$ cat config.mk
export PLATFORM = sky130hd
export DESIGN_NAME = serial_rx_framed
export DESIGN_NICKNAME = d
export VERILOG_FILES = /design/src/rtl/serial_rx_framed.sv
export SDC_FILE = /design/constraint.sdc
export NUM_CORES = 1
export LEC_CHECK = 0
export ABC_AREA = 1
export BUFFER_PORTS_ARGS = -buffer_cell sky130_fd_sc_hd__buf_2
export CAP_MARGIN = 0
export CORE_MARGIN = 1.5
export CORE_UTILIZATION = 43
export DETAILED_ROUTE_END_ITERATION = 10
export PLACE_DENSITY = 0.71
export SLEW_MARGIN = 20
export SYNTH_ARGS = -nofsm -noshare
export SYNTH_HDL_FRONTEND = slang
export SYNTH_SLANG_ARGS = --single-unit
$ cat constraint.sdc
create_clock -name clk -period 4.32 [get_ports clk]
set_input_delay 0.432 -clock clk [delete_from_list [all_inputs] [get_ports clk]]
set_output_delay 0.432 -clock clk [all_outputs]
set_load 0.05 [all_outputs]
$ cat src/rtl/serial_rx_framed.sv
// serial_rx_framed: async serial receiver (2-flop sync, mid-bit sampling, parity/stop/break checks) feeding a one-entry valid/ready holding register
module serial_rx_framed #(
  parameter int Width      = 8,
  parameter int TimerWidth = 16,
  parameter int ParityMode = 0,
  parameter int StopBits   = 1
) (
  input  logic                  clk,
  input  logic                  rst,
  input  logic                  rx,
  input  logic [TimerWidth-1:0] div,
  output logic [Width-1:0]      data,
  output logic                  valid,
  input  logic                  ready,
  output logic                  parity_err,
  output logic                  frame_err,
  output logic                  brk,
  output logic                  overrun,
  output logic                  busy
);
  typedef enum logic [2:0] {ARM, IDLE, START, DATA, PARITY, STOP} state_t;
  localparam logic [4:0] LAST  = 5'(Width - 1);
  localparam logic [4:0] SLAST = 5'(StopBits - 1);
  state_t state, state_n;
  logic [1:0] sync;
  logic [TimerWidth-1:0] timer;
  logic [4:0] cnt;
  logic [Width-1:0] shreg;
  logic par_bad, stop_bad, first_stop;
  logic rxs, tick, commit, exp_par;
  assign rxs = sync[1];
  always_ff @(posedge clk) begin
    if (rst) state <= ARM;
    else     state <= state_n;
  end
  always_comb begin
    state_n = state;
    case (state)
      ARM:     state_n = rxs ? IDLE : ARM;
      IDLE:    state_n = rxs ? IDLE : START;
      START:   state_n = !tick ? START : rxs ? IDLE : DATA;
      DATA:    state_n = tick && cnt == LAST ? (ParityMode != 0 ? PARITY : STOP) : DATA;
      PARITY:  state_n = tick ? STOP : PARITY;
      STOP:    state_n = tick && cnt == SLAST ? (rxs ? IDLE : ARM) : STOP;
      default: state_n = ARM;
    endcase
  end
  always_comb begin
    busy    = state == START || state == DATA || state == PARITY || state == STOP;
    tick    = busy && timer == '0;
    commit  = tick && state == STOP && cnt == SLAST;
    exp_par = ^shreg ^ (ParityMode == 2);
  end
  always_ff @(posedge clk) begin
    if (rst) begin
      sync       <= 2'b11;
      timer      <= '0;
      cnt        <= '0;
      shreg      <= '0;
      par_bad    <= 1'b0;
      stop_bad   <= 1'b0;
      first_stop <= 1'b0;
      data       <= '0;
      valid      <= 1'b0;
      parity_err <= 1'b0;
      frame_err  <= 1'b0;
      brk        <= 1'b0;
      overrun    <= 1'b0;
    end else begin
      sync  <= {sync[0], rx};
      timer <= state == IDLE ? div >> 1 : !busy ? '0 : tick ? div : timer - 1'b1;
      if (tick) begin
        if (state == START) begin
          cnt      <= '0;
          par_bad  <= 1'b0;
          stop_bad <= 1'b0;
        end
        if (state == DATA) begin
          shreg <= {rxs, shreg[Width-1:1]};
          cnt   <= cnt == LAST ? '0 : cnt + 1'b1;
        end
        if (state == PARITY) par_bad <= rxs != exp_par;
        if (state == STOP) begin
          cnt      <= cnt + 1'b1;
          stop_bad <= stop_bad | ~rxs;
          if (cnt == '0) first_stop <= rxs;
        end
      end
      if (commit) begin
        data       <= shreg;
        parity_err <= par_bad;
        frame_err  <= stop_bad | ~rxs;
        brk        <= ~|shreg && !(cnt == '0 ? rxs : first_stop);
        overrun    <= valid && !ready;
        valid      <= 1'b1;
      end else if (valid && ready) begin
        valid   <= 1'b0;
        overrun <= 1'b0;
      end
    end
  end
endmodule

; ---- Word level (Yosys, flattened, before mapping)
; Index checks and enable logic that the tools add are counted.
[word_totals]
elab_cells = 78
latchBits = 0
ram_bits = 0
register_bits = 50
romBits = 0
input_bits = 20
memories = 0
[op_classes]
div = 0
n_mul = 0
add_sub_neg = 2
mux = 22
eq_ne = 7
n_lt_le_gt_ge = 0
n_bitwise = 3
shifts = 0
reduce_logical = 29
[op_table]
columns = operator, count
row1 = $mux W15, 2
row2 = $mux W5, 4
row3 = $pmux W3 S6, 1
row4 = $logic_not A16 Y1, 1
row5 = $mux W16, 1
row6 = $sub A16 B1 Y16 const B, 1
row7 = $reduce_and A2 Y1, 5
row8 = $mux W1, 9
row9 = $logic_and A1 B1 Y1, 8
row10 = $reduce_or A8 Y1, 1
row11 = $reduce_xor A8 Y1, 1
row12 = $eq A3 B2 Y1 const B, 2
row13 = $eq A3 B3 Y1 const B, 2
row14 = $mux W2, 3
row15 = $mux W3, 2
row16 = $reduce_bool A2 Y1, 3
row17 = $add A5 B1 Y5 const B, 1
row18 = $eq A5 B3 Y1 const B, 1
row19 = $logic_not A5 Y1, 1
row20 = $eq A3 B1 Y1 const B, 1
row21 = $logic_not A1 Y1, 3
row22 = $logic_not A3 Y1, 1
row23 = $logic_or A1 B1 Y1, 3
row24 = $reduce_bool A3 Y1, 1
row25 = 4 further kinds, 5

; ---- Depth between registers and ports, before layout
; Gate-level depths: netlist (run 1).
[logic_depth]
depth_word = 8
depth_mapped = 11
depth_no_buf = 11

; ---- Worst setup path after synthesis (run 1)
; OpenSTA, ideal clock, no wires.
[synth_timing]
kind = reg2reg
from = register state[2]
to = register stop_bad
setup_ps = 70
path_buffers = 0
arrival_time_ps = 1864
path_stages_with_launch = 10
setup_slack_ps = 2385
t_required_ps = 4250
cell_sequence = dfxtp_1 > inv_1 > ha_1 > inv_1 > nand2_1 > nor2_1 > nand3_1 > nor2_1 > nand2_1 > a21oi_1
[synth_via]
elab_chain_cells = 6
word_cells_on_any_way = 11
[synth_rtl]
columns = item, line_no
row1 = from (decl), 24  ; state_t state, state_n;
row2 = from (signal assigned), 34  ; else state <= state_n;
row3 = $eq A3 B2 Y1, 49  ; busy = state == START || state == DATA || state == PARITY || state == STOP;
row4 = $logic_or A1 B1 Y1 (2 in series), 49
row5 = $logic_or A1 B1 Y1 (*), 49
row6 = net busy, 19  ; output logic busy
row7 = $logic_and A1 B1 Y1 (*), 50  ; tick = busy && timer == '0;
row8 = $reduce_and A2 Y1 (no line) (*), n/a
row9 = to (signal assigned), 85  ; stop_bad <= stop_bad | ~rxs;
row10 = to (decl), 29  ; logic par_bad, stop_bad, first_stop;
; Mark *: on every way through the listed nets, which the timed path passes. The rest lies on a longest branch.
; A chain may end at the register's enable or synchronous reset.

; ---- Worst setup path in the final report (run 1)
[layout_timing]
from = register state[2]
to = register shreg[0]
[layout_via]
elab_chain_cells = 6
word_cells_on_any_way = 9
[layout_rtl]
columns = item, line_no
row1 = "$eq A3 B2 Y1, on equally long branches", "49, 78"
row2 = $logic_or A1 B1 Y1 (3 in series), 49
row3 = $logic_and A1 B1 Y1, 50
row4 = $reduce_and A2 Y1 (no line) (*), n/a
row5 = to (signal assigned), 79  ; shreg <= {rxs, shreg[Width-1:1]};
row6 = to (decl), 28  ; logic [Width-1:0] shreg;
; Mark *: on every way between the ends. The rest lies on a longest branch, timed or not.

==> flow_metrics.env, run 1 <==
export IMPL_io_buffers=33
export IMPL_place_gp_congestion=0.8615
export IMPL_ys_ff_latch=50
export IMPL_wirelength_um=6701
export IMPL_nets=553
export IMPL_clkTransAtPathRegs_ns=0.10
export IMPL_async_reset_ff_share_pct=0
export IMPL_ys_seq_area_share_pct=32.12
export IMPL_wl_per_cell_um=10.81
export IMPL_path_buf_inv=2
export IMPL_synth_avg_cell_area_um2=6.284
export IMPL_skew_ns=0.009570
export IMPL_synthTopCellsByCount="nand2_1, inv_1, nor2_1"
export IMPL_yosysTopAreaCell="dfxtp_1"
export IMPL_die_h_um=88.14
export IMPL_netlist_area_um2=3117
export IMPL_die_w_um=88.14
export IMPL_crit_required_ns=4.53
export IMPL_setup_tns_ns=0
export IMPL_grt_ovfl_total=0
export IMPL_via_count=2935
export IMPL_worstHoldPathType="in2reg"
export IMPL_fmax_mhz=434.0
export IMPL_dieArea_um2=7768
export IMPL_ioPinCount=34
export IMPL_max_stage_delay_ns=0.40
export IMPL_timing_final_crit_share_pct=53.33
export IMPL_drcViolationCount=0
export IMPL_cts_htree_levels=2
export IMPL_setup_violations=0
export IMPL_crit_chain="inv_1 -> ha_1 -> nor2_2 -> nand3_4 -> nor2_8 -> nand2_4 -> nor2_4 -> inv_2 -> nor2_1 -> nor2_1"
export IMPL_antenna_cells=0
export IMPL_worstMarginPinSlew_ns=0.7539
export IMPL_grt_usage_pct=18.61
export IMPL_synth_top_area_share_pct=32.12
export IMPL_hold_violations=0
export IMPL_cts_root_buffer="clkbuf_8"
export IMPL_final_antenna_net_count=0
export IMPL_max_cap_viol_count=0
export IMPL_grt_pass1_vias=2731
export IMPL_maxSlewViolCount=0
export IMPL_syn2layout_area_growth_pct=9.715
export IMPL_fp_row_count=30
export IMPL_syn_nets=526
export IMPL_ys_flop_type="dfxtp_1"
export IMPL_yosys_cell_count_top_type="nand2_1"
export IMPL_grt_max_degree=27
export IMPL_critPathKind="reg2reg"
export IMPL_initial_utilization_pct=45.13
export IMPL_yosys_top_cells_area="dfxtp_1, nand2_1, inv_1"
export IMPL_grt_pass1_wl_um=11520
export IMPL_max_slew_margin_pct=49.69
export IMPL_cts_resized_gates=0
export IMPL_holdBufCountCts=0
export IMPL_insertion_delay_ns=0.32
export IMPL_dp_hpwl_um=4876
export IMPL_irDropWorstVdd_mv=0.1312
export IMPL_synth_edf_count=0
export IMPL_cts_path_max_buffers=2
export IMPL_cts_tree="done"
export IMPL_antenna_found_initial=0
export IMPL_drt_iter0_markers=135
export IMPL_viasPerCell=4.734
export IMPL_post_cts_buffers=0
export IMPL_pre_cts_ws_ns=2.050
export IMPL_start_kind="flop"
export IMPL_core_um2=6907
export IMPL_synthCells=496
export IMPL_p_leak_nw=1.741
export IMPL_cpMostUsedCell="nor2_1"
export IMPL_fillers=741
export IMPL_rsz0062_at_grt="no"
export IMPL_cp_top_family="simple AND/OR/NAND/NOR gates"
export IMPL_ys_types=31
export IMPL_numCtsBuffers=5
export IMPL_clock_sinks=50
export IMPL_power_density_nw_per_um2=278.8
export IMPL_ys_warn_count=0
export IMPL_slowest_stage="dfxtp_1"
export IMPL_status="finished clean"
export IMPL_setup_ws_ns=2.016
export IMPL_crit_path_max_fanout=19
export IMPL_period_needed_ns=2.304
export IMPL_dr_pass1_iters=5
export IMPL_endpoint_kind="flop"
export IMPL_drive_gt1_share_pct=12.40
export IMPL_crit_arrival_ns=2.51
## cells in the final DEF (no fill, tap or decap)
cell type / count
inv_1: 85
nor2_2: 7
nand4_1: 4
clkinv_4: 2
clkbuf_8: 5
xnor2_1: 3
o21ai_0: 18
o21bai_1: 2
buf_2: 33
a31oi_1: 1
nor2_4: 6
nand3b_1: 5
nand2_4: 1
dfxtp_1: 50
o21ai_1: 1
inv_2: 2
nand3_2: 1
ha_1: 10
o211ai_2: 1
nor3_1: 5
nand3_1: 44
nand3_4: 1
xor2_1: 2
nor2_1: 71
a21oi_1: 27
nand2_1: 131
or2_2: 3
inv_8: 1
nor2_8: 1
nand4_4: 1
## worst register-to-register path: cells and delay by family (launching register included)
family / cells / cell delay (ns)
adder cells (fa/ha/maj): 1 / 0.35
buffers and inverters: 2 / 0.24
flip-flops: 1 / 0.40
AND/OR/NAND/NOR: 7 / 1.22
## logic make-up after synthesis
group / share of synthesized area (%)
AO/OA/AOI/OAI: 8.470
XOR/XNOR: 1.405
adder cells (fa/ha/maj): 4.014
buffers and inverters: 13.05
flip-flops: 32.12
AND/OR/NAND/NOR: 40.95
## power breakdown
| group | leakage (nW) | total (mW) | switching, mW | internal [mW] |
|---|---|---|---|---|
| Sequential | 0.406 | 0.481 | 0.0105 | 0.470 |
| Combinational | 1.28 | 0.172 | 0.115 | 0.0574 |
| Clock | 0.0502 | 0.300 | 0.180 | 0.120 |
## path summary, 6_finish.rpt
path / startpoint / endpoint / slack [ns] / cells after the start
min reg2reg: sync[0] / sync[1] / 0.42 / 1
max reg2reg: state[2] / shreg[0] / 2.02 / 10
max: state[2] / shreg[0] / 2.02 / 10
min: rx / sync[0] / 0.30 / 2
## area by class of cell
cell class                      count  area, µm²  area share, %
Sequential cell                    50       1001          29.27
Multi-Input combinational cell    346       1709          49.98
Tap cell                           96      120.1          3.513
Clock inverter                      3      28.78         0.8416
Clock buffer                        5      68.82          2.012
Timing Repair Buffer               33      165.2          4.830
Inverter                           87      326.6          9.550
## through the flow
stage	hold slack (ns)	instances	power (mW)	util, %	instance area (µm²)
global route	0.2908	620	1.002	49.51	3420
CTS	0.2857	620	0.9635	49.51	3420
global placement	0.3922	612	0.6615	48.10	3322
finish	0.2958	620	0.9533	49.51	3420
floorplan	0.3895	496	0.6303	-	3117
detailed placement	0.4002	612	0.6634	48.10	3322
## sequential cells by signal, indices dropped and copies added, names as in the netlist
register	cells
brk	1
cnt	5
data	8
first_stop	1
frame_err	1
overrun	1
par_bad	1
parity_err	1
shreg	8
state	3
stop_bad	1
sync	2
timer	16
valid	1
## per-layer routing
layer	global-route usage (%)	share of wire (%)	wire length, µm
met4	6.250	1.3	88
met3	3.582	3.2	215
met5	0	0	0
met1	21.78	46	3095
met2	33.87	49	3301
No activity file was read; power rests on OpenSTA's default activity.
==> run 2, diff against run 1 <==
Settings changed: PLACE_DENSITY 0.71 to 0.73.
Clock period 4.32 ns to 2 ns, I/O delays scaled along.
==> flow_metrics.env, run 2 (same netlist as run 1, synthesis figures left out) <==
export IMPL_status="finished clean"
export IMPL_grt_usage_pct=20.25
export IMPL_numCtsBuffers=5
export IMPL_viasPerCell=4.837
export IMPL_wl_per_cell_um=11.42
export IMPL_max_stage_delay_ns=0.37
export IMPL_grt_max_degree=27
export IMPL_via_count=3057
export IMPL_hold_depth=2
export IMPL_core_um2=6907
export IMPL_start_kind="flop"
export IMPL_hold_violations=0
export IMPL_io_buffers=33
export IMPL_die_w_um=88.14
export IMPL_top_register="timer"
export IMPL_p_int_mw=1.412
export IMPL_critPathKind="reg2reg"
export IMPL_path_buf_inv=2
export IMPL_p_seq_share_pct=50.0
export IMPL_finish_utilization_pct=51.59
export IMPL_cp_top_family="simple AND/OR/NAND/NOR gates"
export IMPL_max_cap_viol_count=0
export IMPL_cts_htree_levels=2
export IMPL_holdBufCountCts=0
export IMPL_crit_required_ns=2.19
export IMPL_fmax_mhz=569.3
export IMPL_timing_final_crit_share_pct=87.83
export IMPL_nets=565
export IMPL_power_density_nw_per_um2=582.8
export IMPL_largest_reg_flops=16
export IMPL_top_regs="timer: 16 flops, data: 8 flops, shreg: 8 flops"
export IMPL_cts_path_max_buffers=2
export IMPL_grt_pass1_wl_um=12520
export IMPL_slowest_stage="dfxtp_2"
export IMPL_worstMarginPinSlew_ns=0.6525
export IMPL_endpoint_kind="flop"
export IMPL_crit_arrival_ns=1.95
export IMPL_dp_hpwl_um=5379
export IMPL_crit_chain="inv_1 -> ha_4 -> nor2_2 -> nand3_4 -> nor2_8 -> nand2_4 -> buf_4 -> o21ai_0 -> a31oi_1"
export IMPL_cts_root_buffer="clkbuf_8"
export IMPL_drt_iter0_markers=129
export IMPL_p_leak_nw=1.815
export IMPL_reg2reg_depth=9
export IMPL_antenna_cells=0
export IMPL_max_slew_margin_pct=56.45
export IMPL_antenna_found_initial=0
export IMPL_worstHoldPathType="in2reg"
export IMPL_skew_ns=0.01744
export IMPL_grt_ovfl_total=0
export IMPL_clkTransAtPathRegs_ns=0.11
export IMPL_period_needed_ns=1.757
export IMPL_ioPinCount=34
export IMPL_grt_pass1_vias=2918
export IMPL_maxSlewViolCount=0
export IMPL_drcViolationCount=0
export IMPL_initial_utilization_pct=45.13
export IMPL_crit_path_max_fanout=11
export IMPL_power_switching_uw=664.8
export IMPL_syn2layout_area_growth_pct=14.33
export IMPL_final_common_cell="nand2_1"
export IMPL_rsz0062_at_grt="no"
export IMPL_final_cell_mix="nand2_1, inv_1, nor2_1, dfxtp_1, nand3_1"
export IMPL_clock_sinks=50
export IMPL_p_clk_share_pct=30.8
export IMPL_place_gp_congestion=0.8849
export IMPL_die_h_um=88.14
export IMPL_wirelength_um=7216
export IMPL_fp_row_count=30
export IMPL_drive_gt1_share_pct=15.11
export IMPL_dieArea_um2=7768
export IMPL_dr_pass1_iters=4
export IMPL_path_depth=9
export IMPL_setup_violations=0
export IMPL_final_antenna_net_count=0
export IMPL_cts_tree="done"
export IMPL_setup_tns_ns=0
export IMPL_combPwrFrac_pct=19.2
export IMPL_p_sw_share_pct=32.01
export IMPL_irDropWorstVdd_mv=0.3667
export IMPL_insertion_delay_ns=0.32
[run 2: cell types whose count changed in the layout (fill, tap and decap cells not counted), sizes merged]
cell,before,now
buf,33,45
clkinv,2,1
inv,88,89
[run 2: worst register-to-register path, stage by stage (launching register included)]
cell     delay [ns]
dfxtp_2        0.37
inv_1          0.09
ha_4           0.24
nor2_2         0.13
nand3_4        0.11
nor2_8         0.16
nand2_4        0.12
buf_4          0.20
o21ai_0        0.18
a31oi_1        0.06
[run 2: metrics by stage]
step | hold WS (ns) | instance area (µm²) | power (mW) | instances | setup WS (ns)
final | 0.05247 | 3563 | 2.077 | 632 | 0.2435
after global routing | 0.05000 | 3563 | 2.200 | 632 | 0.1138
after CTS | 0.04368 | 3497 | 2.092 | 629 | 0.03235
after detailed placement | 0.3878 | 3402 | 1.450 | 621 | 0.06468
after global placement | 0.3818 | 3402 | 1.440 | 621 | 0.1449
after floorplan | 0.3038 | 3117 | 1.361 | 496 | 0.06530
[run 2: path summary, 6_finish.rpt]
| path | startpoint | end | slack, ns |
|---|---|---|---|
| setup / recovery | state[2] | timer[15] | 0.24 |
| hold / removal | rx | sync[0] | 0.05 |
| setup reg to reg | state[2] | timer[15] | 0.24 |
| hold reg to reg | sync[0] | sync[1] | 0.44 |
[run 2: per-layer routing]
layer | wire length, µm | vias up | GRT usage (%)
li1 | - | 1606 | -
met1 | 3224 | 1385 | 24.05
met2 | 3614 | 57 | 36.99
met3 | 270 | 9 | 3.487
met4 | 107 | 0 | 6.250
met5 | 0 | - | 0
[run 2: cell type report]
type / instances / area (µm²)
Timing Repair Buffer: 45 / 284.0
Clock inverter: 3 / 26.28
Inverter: 87 / 326.6
Tap cell: 96 / 120.1
Sequential cell: 50 / 1003
Clock buffer: 5 / 68.82
Fill cell: 727 / 3343
Multi-Input combinational cell: 346 / 1734
[run 2: what timing repair did]
action | in CTS | in global routing
endpoints found under the setup margin | 0 | 36
gates resized for setup | 0 | 6
buffers inserted | 0 | 3
hold endpoints to repair | 0 | 0
[run 2: power groups by stage]
| stage | registers (mW) | logic, mW | clock network [mW] |
|---|---|---|---|
| after floorplan | 1.06 | 0.306 | 0 |
| after global placement | 1.06 | 0.379 | 0 |
| after detailed placement | 1.06 | 0.389 | 0 |
| after CTS | 1.04 | 0.390 | 0.663 |
| after global routing | 1.04 | 0.453 | 0.704 |
| final | 1.04 | 0.399 | 0.639 |
==> run 3, diff against run 2 <==
Settings changed: ABC_AREA 1 to default, GPL_ROUTABILITY_DRIVEN from default to 0.
==> flow_metrics.env, run 3 <==
export IMPL_status="finished clean"
export IMPL_cts_path_max_buffers=2
export IMPL_synth_xor_area_share_pct=3.878
export IMPL_timing_final_crit_share_pct=94.14
export IMPL_pre_cts_ws_ns=-0.04966
export IMPL_crit_path_max_fanout=5
export IMPL_cts_resized_gates=1
export IMPL_drcViolationCount=0
export IMPL_via_count=2840
export IMPL_core_um2=6350
export IMPL_critPathKind="reg2reg"
export IMPL_synth_mux_area_share_pct=0.7052
export IMPL_nets=427
export IMPL_post_cts_buffers=0
export IMPL_final_antenna_net_count=0
export IMPL_grt_ovfl_total=0
export IMPL_start_kind="flop"
export IMPL_slowest_stage="or4_1"
export IMPL_r2r_end="state[0]"
export IMPL_initial_utilization_pct=44.71
export IMPL_top_register="timer"
export IMPL_hold_violations=0
export IMPL_yosysTopAreaCell="dfxtp_1"
export IMPL_syn_nets=375
export IMPL_ys_types=55
export IMPL_path_buf_inv=1
export IMPL_viasPerCell=5.979
export IMPL_yosys_top_cells_area="dfxtp_1, a21oi_1, o21ai_0"
export IMPL_r2r_start="state[2]"
export IMPL_synthAdderAreaFrac_pct=4.407
export IMPL_ys_warn_count=0
export IMPL_synthCells=345
export IMPL_max_stage_delay_ns=0.57
export IMPL_period_needed_ns=1.883
export IMPL_crit_chain="inv_1 -> ha_4 -> nor3b_4 -> nand4_1 -> or4_1 -> a31oi_1"
export IMPL_cts_root_buffer="clkbuf_8"
export IMPL_reg2reg_depth=6
export IMPL_clock_sinks=50
export IMPL_wirelength_um=7478
export IMPL_fmax_mhz=531.1
export IMPL_crit_required_ns=2.25
export IMPL_dieArea_um2=7099
export IMPL_yosys_cell_count_top_type="dfxtp_1"
export IMPL_hold_depth=2
export IMPL_grt_max_degree=34
export IMPL_insertion_delay_ns=0.32
export IMPL_crit_arrival_ns=2.14
export IMPL_max_slew_margin_pct=64.53
export IMPL_synth_compound_area_share_pct=24.06
export IMPL_ys_flop_type="dfxtp_1"
export IMPL_worst_r2r_setup_slack_ns=0.12
export IMPL_grt_usage_pct=22.12
export IMPL_final_common_cell="dfxtp_1"
export IMPL_dp_hpwl_um=5559
export IMPL_rsz0062_at_grt="no"
export IMPL_ys_seq_area_share_pct=35.26
export IMPL_ys_ff_latch=50
export IMPL_cp_top_family="simple AND/OR/NAND/NOR gates"
export IMPL_synthTopCellsByCount="dfxtp_1, a21oi_1, o21ai_0"
export IMPL_max_cap_viol_count=0
export IMPL_numCtsBuffers=5
export IMPL_fin_area_um2=3463
export IMPL_p_leak_nw=1.294
export IMPL_antenna_cells=0
export IMPL_drt_iter0_markers=244
export IMPL_worstHoldPathType="in2reg"
export IMPL_fp_row_count=29
export IMPL_worstMarginPinSlew_ns=0.5264
export IMPL_synth_top_family_by_area="simple AND/OR/NAND/NOR gates"
export IMPL_netlist_area_um2=2839
export IMPL_top_regs="timer: 16 flops, data: 8 flops, shreg: 8 flops"
export IMPL_path_depth=6
export IMPL_min_delay_start="rx"
export IMPL_synth_top_area_share_pct=35.26
export IMPL_syn2layout_area_growth_pct=21.99
export IMPL_synth_simple_area_share_pct=25.74
export IMPL_holdPathEnd="sync[0]"
export IMPL_synth_avg_cell_area_um2=8.229
export IMPL_dr_pass1_iters=5
export IMPL_setup_ws_ns=0.1172
export IMPL_irDropWorstVdd_mv=0.3864
export IMPL_synth_edf_count=0
export IMPL_async_reset_ff_share_pct=0
export IMPL_io_buffers=33
export IMPL_setup_violations=0
export IMPL_endpoint_kind="flop"
export IMPL_ioPinCount=34
export IMPL_wl_per_cell_um=15.74
export IMPL_largest_reg_flops=16
export IMPL_placed_area_um2=3339
export IMPL_cts_tree="done"
export IMPL_drive_gt1_share_pct=25.38
export IMPL_grt_pass1_vias=2737
export IMPL_power_density_nw_per_um2=673.2
export IMPL_clkTransAtPathRegs_ns=0.10
export IMPL_die_h_um=84.26
export IMPL_antenna_found_initial=0
export IMPL_maxSlewViolCount=0
export IMPL_fillers=566
export IMPL_holdBufCountCts=0
export IMPL_whs_ns=0.05420
export IMPL_cts_htree_levels=2
export IMPL_die_w_um=84.26
export IMPL_grt_pass1_wl_um=12980
export IMPL_final_cell_mix="dfxtp_1, buf_4, a21oi_1, buf_2, o21ai_0"
export IMPL_skew_ns=0.004286
export IMPL_finish_utilization_pct=54.54
-- run 3: changes by cell type in the layout (fill, tap and decap cells not counted), moves of 7 or more --
cell	before	now
buf_4	9	37
inv_1	85	17
nand2_1	131	15
nand3_1	43	23
nand4_1	4	15
nor2_1	71	5
nor3_1	5	12
o21ai_0	18	31
o31ai_1	0	10
or3_1	0	7
-- run 3: final cells by class --
cell class                      instances  area [µm²]  area share (%)
Clock inverter                          3       28.78          0.8309
Sequential cell                        50        1001           28.90
Timing Repair Buffer                   71       462.9           13.37
Inverter                               17       63.81           1.842
Multi-Input combinational cell        252        1742           50.29
Tap cell                               77       96.34           2.782
Clock buffer                            5       68.82           1.987
-- run 3: routing by layer --
layer / global-route usage [%] / vias up / routed length, µm
met5: 0 / - / 0
met4: 5.961 / 0 / 103
met3: 4.031 / 12 / 341
met2: 37.31 / 88 / 3565
met1: 29.12 / 1334 / 3467
li1: - / 1406 / -
-- run 3: worst max path at each step --
stage,from,to
floorplan,state[2],state[0]
global placement,cnt[0],overrun
detailed placement,cnt[0],overrun
CTS,timer[3],stop_bad
global route,timer[1],timer[6]
finish,state[2],state[0]
-- run 3: power by group --
part	switching [mW]	internal, mW
sequential	0.0327	1.02
combinational	0.374	0.259
clock	0.384	0.260
total	0.791	1.54
-- run 3: cell families after synthesis --
group                    after synthesis
flip-flops                            50
adder cells (fa/ha/maj)               10
buffers and inverters                 43
AND/OR/NAND/NOR                      120
multiplexers                           2
XOR/XNOR                              11
AO/OA/AOI/OAI                        109
-- run 3: stage by stage --
stage | power, mW | cells | setup TNS, ns
after CTS | 2.337 | 475 | 0
after global routing | 2.464 | 475 | 0
after floorplan | 1.474 | 345 | 0
after global placement | 1.685 | 467 | 0
final | 2.332 | 475 | 0
after detailed placement | 1.696 | 467 | -0.05303
